[config.mk]
export PLATFORM = sky130hd
export DESIGN_NAME = reorder_queue
export DESIGN_NICKNAME = d
export VERILOG_FILES = /design/src/rtl/reorder_queue.sv
export SDC_FILE = /design/constraint.sdc
export NUM_CORES = 1
export LEC_CHECK = 0
export CORE_MARGIN = 1.5
export CORE_UTILIZATION = 55
export CTS_BUF_LIST = sky130_fd_sc_hd__clkbuf_16
export CTS_CLUSTER_DIAMETER = 80
export DETAILED_ROUTE_END_ITERATION = 7
export DONT_BUFFER_PORTS = 1
export HOLD_SLACK_MARGIN = 0.02
export PLACE_DENSITY = 0.7
export SLEW_MARGIN = 25
export SYNTH_ARGS = -nofsm -noshare
export SYNTH_HDL_FRONTEND = slang
export SYNTH_SLANG_ARGS = --single-unit
[constraint.sdc]
create_clock -name clk -period 13.4 [get_ports clk]
set_input_delay 4.02 -clock clk [delete_from_list [all_inputs] [get_ports clk]]
set_output_delay 4.02 -clock clk [all_outputs]
set_load 0.1 [all_outputs]
[src/rtl/reorder_queue.sv]
// rtl/reorder_queue.sv - in-order allocate, out-of-order fill, in-order retire queue
// One-hot head/tail pointers; multi-port fill by token with optional head bypass.
module reorder_queue #(
    parameter int HDR_WID     = 32,
    parameter int DATA_WID    = 32,
    parameter int DEPTH       = 4,
    parameter int FILL_PORTS  = 2,
    parameter int TAG_WID     = 4,
    parameter int FILL_BYPASS = 1
) (
    input  logic                           clk,
    input  logic                           resetn,
    input  logic                           alloc_valid,
    input  logic [HDR_WID-1:0]             alloc_hdr,
    output logic                           alloc_ready,
    output logic [DEPTH-1:0]               alloc_tok,
    input  logic [FILL_PORTS-1:0]          fill_valid,
    input  logic [FILL_PORTS*DEPTH-1:0]    fill_tok,
    input  logic [FILL_PORTS*DATA_WID-1:0] fill_data,
    output logic                           out_valid,
    output logic [HDR_WID-1:0]             out_hdr,
    output logic [DATA_WID-1:0]            out_data,
    input  logic                           out_ready,
    input  logic                           flush,
    output logic [$clog2(DEPTH+1)-1:0]     count,
    input  logic [TAG_WID-1:0]             det_tag,
    output logic                           hazard
);
    localparam int CW = $clog2(DEPTH+1);
    localparam int IW = $clog2(DEPTH);

    logic [DEPTH-1:0]    head, tail, allocd, filled;
    logic [DEPTH-1:0]    allocd_nxt, filled_nxt;
    logic [CW-1:0]       cnt;
    logic [HDR_WID-1:0]  hdr_mem  [DEPTH];
    logic [DATA_WID-1:0] data_mem [DEPTH];
    logic [DEPTH-1:0]    hit;
    logic [DATA_WID-1:0] hit_data [DEPTH];
    logic [IW-1:0]       head_idx;
    logic                head_filled, head_hit, alloc_fire, retire_fire;

    // Ports scanned high to low so the lowest-index port wins a shared token.
    always_comb begin
        hit = '0;
        for (int i = 0; i < DEPTH; i++) begin
            hit_data[i] = '0;
            for (int p = FILL_PORTS-1; p >= 0; p--) begin
                if (fill_valid[p] && fill_tok[p*DEPTH+i] && allocd[i] && !filled[i]) begin
                    hit[i]      = 1'b1;
                    hit_data[i] = fill_data[p*DATA_WID +: DATA_WID];
                end
            end
        end
    end

    always_comb begin
        head_idx = '0;
        for (int i = 0; i < DEPTH; i++) begin
            if (head[i]) head_idx = IW'(i);
        end
    end

    assign head_filled = |(head & filled);
    assign head_hit    = (FILL_BYPASS != 0) && |(head & hit);
    assign out_valid   = !flush && |(head & allocd) && (head_filled || head_hit);
    assign out_hdr     = hdr_mem[head_idx];
    assign out_data    = head_filled ? data_mem[head_idx] : hit_data[head_idx];
    assign retire_fire = out_valid && out_ready;
    assign alloc_ready = !flush && ((cnt < CW'(DEPTH)) || retire_fire);
    assign alloc_fire  = alloc_valid && alloc_ready;
    assign alloc_tok   = tail;
    assign count       = cnt;

    always_comb begin
        hazard = 1'b0;
        for (int i = 0; i < DEPTH; i++) begin
            if (allocd[i] && hdr_mem[i][TAG_WID-1:0] == det_tag && !(head[i] && retire_fire))
                hazard = 1'b1;
        end
    end

    // Allocation is applied last so a reused entry always starts unfilled.
    always_comb begin
        allocd_nxt = allocd;
        filled_nxt = filled | hit;
        if (retire_fire) begin
            allocd_nxt = allocd_nxt & ~head;
            filled_nxt = filled_nxt & ~head;
        end
        if (alloc_fire) begin
            allocd_nxt = allocd_nxt | tail;
            filled_nxt = filled_nxt & ~tail;
        end
    end

    always_ff @(posedge clk) begin
        if (!resetn || flush) begin
            head   <= DEPTH'(1);
            tail   <= DEPTH'(1);
            allocd <= '0;
            filled <= '0;
            cnt    <= '0;
        end else begin
            allocd <= allocd_nxt;
            filled <= filled_nxt;
            if (retire_fire) head <= {head[DEPTH-2:0], head[DEPTH-1]};
            if (alloc_fire)  tail <= {tail[DEPTH-2:0], tail[DEPTH-1]};
            case ({alloc_fire, retire_fire})
                2'b10:   cnt <= cnt + CW'(1);
                2'b01:   cnt <= cnt - CW'(1);
                default: cnt <= cnt;
            endcase
        end
    end

    always_ff @(posedge clk) begin
        for (int i = 0; i < DEPTH; i++) begin
            if (hit[i] && !flush)         data_mem[i] <= hit_data[i];
            if (alloc_fire && tail[i])    hdr_mem[i]  <= alloc_hdr;
        end
    end
endmodule

After elaboration in Yosys (flattened, before gate mapping):

Memory sizes are Yosys's and may differ from the RTL's.
Index checks and enable logic that the tools add are counted.

* flip-flop bits (word level): 19
* RAM bits: 256
* output and inout port bits: 74
* memories: 2

Memory list
* data_mem: depth 4, bits a word 32, read ports 1, clocked after memory_dff 0, wr ports 4, line 36 `logic [DATA_WID-1:0] data_mem [DEPTH];`
* hdr_mem: depth 4, bits a word 32, read ports 5, clocked after memory_dff 0, wr ports 4, line 35 `logic [HDR_WID-1:0] hdr_mem [DEPTH];`

* add/sub/neg operators: 2
* magnitude comparators: 2
* equality and inequality tests: 6
* muxes and demuxes: 48
* bitwise gates (word level): 11
* reductions and logical operators: 66

Operator list (number)
* two-way mux 32 bit: 11
* binary-select mux 32 bit (select 2 bit): 1
* logical AND 1 bit: 49
* two-way mux 1 bit: 29
* AND 4 bit: 6
* equality test 4 bit: 4
* two-way mux 4 bit: 4
* OR reduction 4 bit: 3
* logical NOT 1 bit: 10
* NOT 4 bit: 2
* OR 4 bit: 2
* case mux 3 bit (2 select lines): 1
* two-way mux 2 bit: 2
* adder 3 x 1 -> 3 bit (second input constant): 1
* greater-or-equal comparator 3 bit (second input constant): 1
* logical OR 1 bit: 3
* less-than comparator 3 bit (second input constant): 1
* NOT 2 -> 3 bit: 1
* subtractor 3 x 1 -> 3 bit (second input constant): 1
* equality test 2 x 1 -> 1 bit (second input constant): 1
* equality test 2 bit (second input constant): 1
* nonzero test 2 bit: 1

Logic depth before layout (Yosys ltp):

* depth after elaboration: 17
* mapped depth: 13
* mapped depth without buffers: 11

Least setup slack after synthesis:

OpenSTA, ideal clock, no wires.

* path type: in2out
* from: in fill_valid[0]
* to: out out_data[30]
* arrival time: 7422 ps
* setup slack: 1958 ps
* stages on the path: 8
* buffers on the path: 3
* path through: buf_2 > and4b_1 > clkbuf_1 > clkbuf_1 > nand2_1 > a21oi_2 > mux2i_1 > a221oi_1

RTL lines
* from (decl): line 17 `input logic [FILL_PORTS-1:0] fill_valid,`
* to (decl): line 22 `output logic [DATA_WID-1:0] out_data,`

Final worst setup path:

* from: in fill_valid[0]
* to: out out_data[30]

* cells in the longest elaborated chain, start to end: 8
* elaborated cells on any way between the ends: 20

RTL lines
* logical AND 1 bit (3 in series): line 48 `if (fill_valid[p] && fill_tok[p*DEPTH+i] && allocd[i] && !filled[i]) begin`
* two-way mux 32 bit: line 48
* binary-select mux 32 bit (select 2 bit) (*): line 67 `assign out_data = head_filled ? data_mem[head_idx] : hit_data[head_idx];`
* two-way mux 32 bit (implied by the code) (*) (2 in series): line 67
* two-way mux 32 bit (*): line 67

Mark *: on every way between the ends. The rest lies on a longest branch, timed or not. The select of a mux whose other input is x is not followed.

==> metrics <==
status=finished clean; min-delay worst type=flop to flop; number of flops mapped to enable cells by yosys=256; CTS tree=built; syn avg cell area=11.6 sq um; max-cap viol count=0; post-CTS setup buffer count=0; diode count=0; Area contributors post-synth=edfxtp_1 54%, mux2i_1 6.8%, nand2_1 3.0%, dfxtp_1 2.7%, mux2_2 2.6%; Worst-Margin Slew=1110 ps; post-route antenna net violation count=0; Worst EP required=9380 ps; Slowest-stage cell, CP=a221oi_4; Post-Synthesis Cells=1225; CTS Buf Count=30; clock slew at reported path FFs=60 ps; Setup crit start=fill_valid[0]; largest net degree at the start of global routing=72; ys flop type=edfxtp_1; DIE AREA=26800 sq um; Syn Nets=1342; crit share post-route=79.4%; RD Place Congestion=0.829; register bit total from synthesis=275; routed wire length=37100 microns; die height=164 microns; Final nets=1293; Sink Count=275; Top Family by Delay on Critical Path=compound AO/OA/AOI/OAI gates; WHS=533 ps; worst r2r src=head[1]; # hold bufs at CTS=0; most numerous cell in the Yosys netlist=edfxtp_1; DR DRC count=0; Worst Hold Launch=head[0]; CTS max path bufs=3; Starting Density=56.2%; RSZ-0062 raised after global routing=false; initial antenna violation count=0; Root Driver=clkbuf_16; synthesized area=14200 sq um; IO buf count=0; fmax=0.0940 GHz; gr usage total=27.9%; final setup violation count=0; synthesis-to-finish area growth=9.91%; Pins Over Slew Limit=0; DRT Pass-1 Iters=5; Peak VDD IR=0.122 mV; P_leak=5.64 nW; # IOs=189; Seq/Total Area, Yosys=56.8%; Vias=10200; H-Tree Level Count=1; Ys Warns=0; total power=1.80 mW; vias in the first global route=10400; Buffers & Inverters on Critical Path=1; die width=164 microns; top cell type's share of synthesized area=54.1%; final worst clock skew=17.4 ps; maximum fanout along the worst path=37; pwr/cell area=116 nW/um^2; final hold viol count=0; Tmin final=10640 ps; Core Footprint=25300 sq um; setup TNS=0 ps; # fillers=2020; CP peak stage delay=930 ps; number of DRC markers in iteration 0=1004; slew margin rel.=26.1%; Yosys cell types=57; first-pass GRT wire length=57700 microns; area leader, netlist=edfxtp_1; CP Capture Type=primary output; vias per inst=6.65; Startpoint Class=primary input; row count=58; post-cts resize count=0; crit path kind=primary input to primary output; GRT overflow=0; Skew-Pair Late Insertion Delay=560 ps; critical path, cell by cell=nand2_1 > nor2_4 > buf_4 > a221o_1 > o211ai_1 > a221oi_4; Wirelength per Cell=24.3 microns; share of cells above drive strength 1=13.3%; synth cell count leaders=256 x edfxtp_1, 114 x nand2_1, 97 x mux2i_1, 78 x nor2_1, 73 x a21oi_1; post-DP HPWL=20900 microns; Synth async-reset ratio=0%; Worst EP arrival=6620 ps
-- through the flow --
stage,setup WS [ps],instance area (sq um),instances,util (%)
after CTS,2790,15600,1528,61.7
after global placement,2830,14500,1472,57.5
after global routing,2670,15600,1528,61.8
after floorplan,1960,14200,1225,-
after detailed placement,2800,14600,1474,57.9
final,2760,15600,1528,61.8
-- worst reg2reg max path, delay by kind of cell, from the launching register on --
family	cells	cell delay [ps]
and+or+nand+nor	2	880
AOI/OAI and AO/OA	3	1170
adders and majority gates	2	430
DFF	1	610
buffers and inverters	3	760
xor gates and xnor gates	1	70
-- state kept, by name (all words and copies together) (netlist names) --
register	count
filled	4
hdr_mem	128
data_mem	128
alloc_tok	4
allocd	4
count	3
head	4
-- cells by family after synthesis --
kind of cell | count (synthesis) | synth area share [%]
AND/OR/NAND/NOR | 293 | 9.43
multiplexers | 130 | 9.46
adder cells (fa/ha/maj) | 2 | 0.229
XOR/XNOR | 18 | 1.11
AO/OA/AOI/OAI | 359 | 18.6
buffers and inverters | 148 | 4.37
flip-flops | 275 | 56.8
-- final cells by class --
| type | count | area, sq um | share of cell area (%) |
|---|---|---|---|
| clock buffers | 30 | 751 | 4.81 |
| clock inverters | 24 | 201 | 1.29 |
| inverters | 45 | 169 | 1.08 |
| multi-input cells | 802 | 5790 | 37.1 |
| flip-flops and latches | 275 | 8080 | 51.8 |
| well taps | 330 | 413 | 2.65 |
| repair buffers | 22 | 198 | 1.27 |
-- routing by layer --
layer  share of wire, %  vias to the layer above  global-route usage (%)
met3                 11                       92                    8.68
met2                 48                      524                    46.9
li1                   -                     4595                       -
met4                2.9                        0                    10.5
met1                 38                     4956                    33.7
met5                  0                        -                       0
-- final timing paths --
check | end | slack, ps | cells past startpoint
hold reg to reg | head[0] | 530 | 2
hold / removal | head[0] | 530 | 2
setup reg to reg | count[2] | 9400 | 11
setup / recovery | out_data[30] | 2760 | 6
-- cell usage in the layout, fill, tap and decap left out, drive strengths merged, types with 33 or more instances in the layout --
master,Yosys,routed
edfxtp,256,256
nand2,115,115
mux2i,97,97
nor2,78,78
a21oi,75,75
o21ai,71,71
inv,45,51
nand3,36,36
a22o,35,35
a22oi,35,35
and2,35,35
o211a,33,33
mux2,33,33
-- where the power goes --
group / switching [mW] / leakage (nW) / total, mW / internal (mW)
Combinational: 0.0526 / 2.57 / 0.0674 / 0.0148
Clock: 0.335 / 0.479 / 0.797 / 0.463
Sequential: 0.00308 / 2.60 / 0.939 / 0.936
Total: 0.390 / 5.64 / 1.80 / 1.41
No activity file was read; power rests on OpenSTA's default activity.
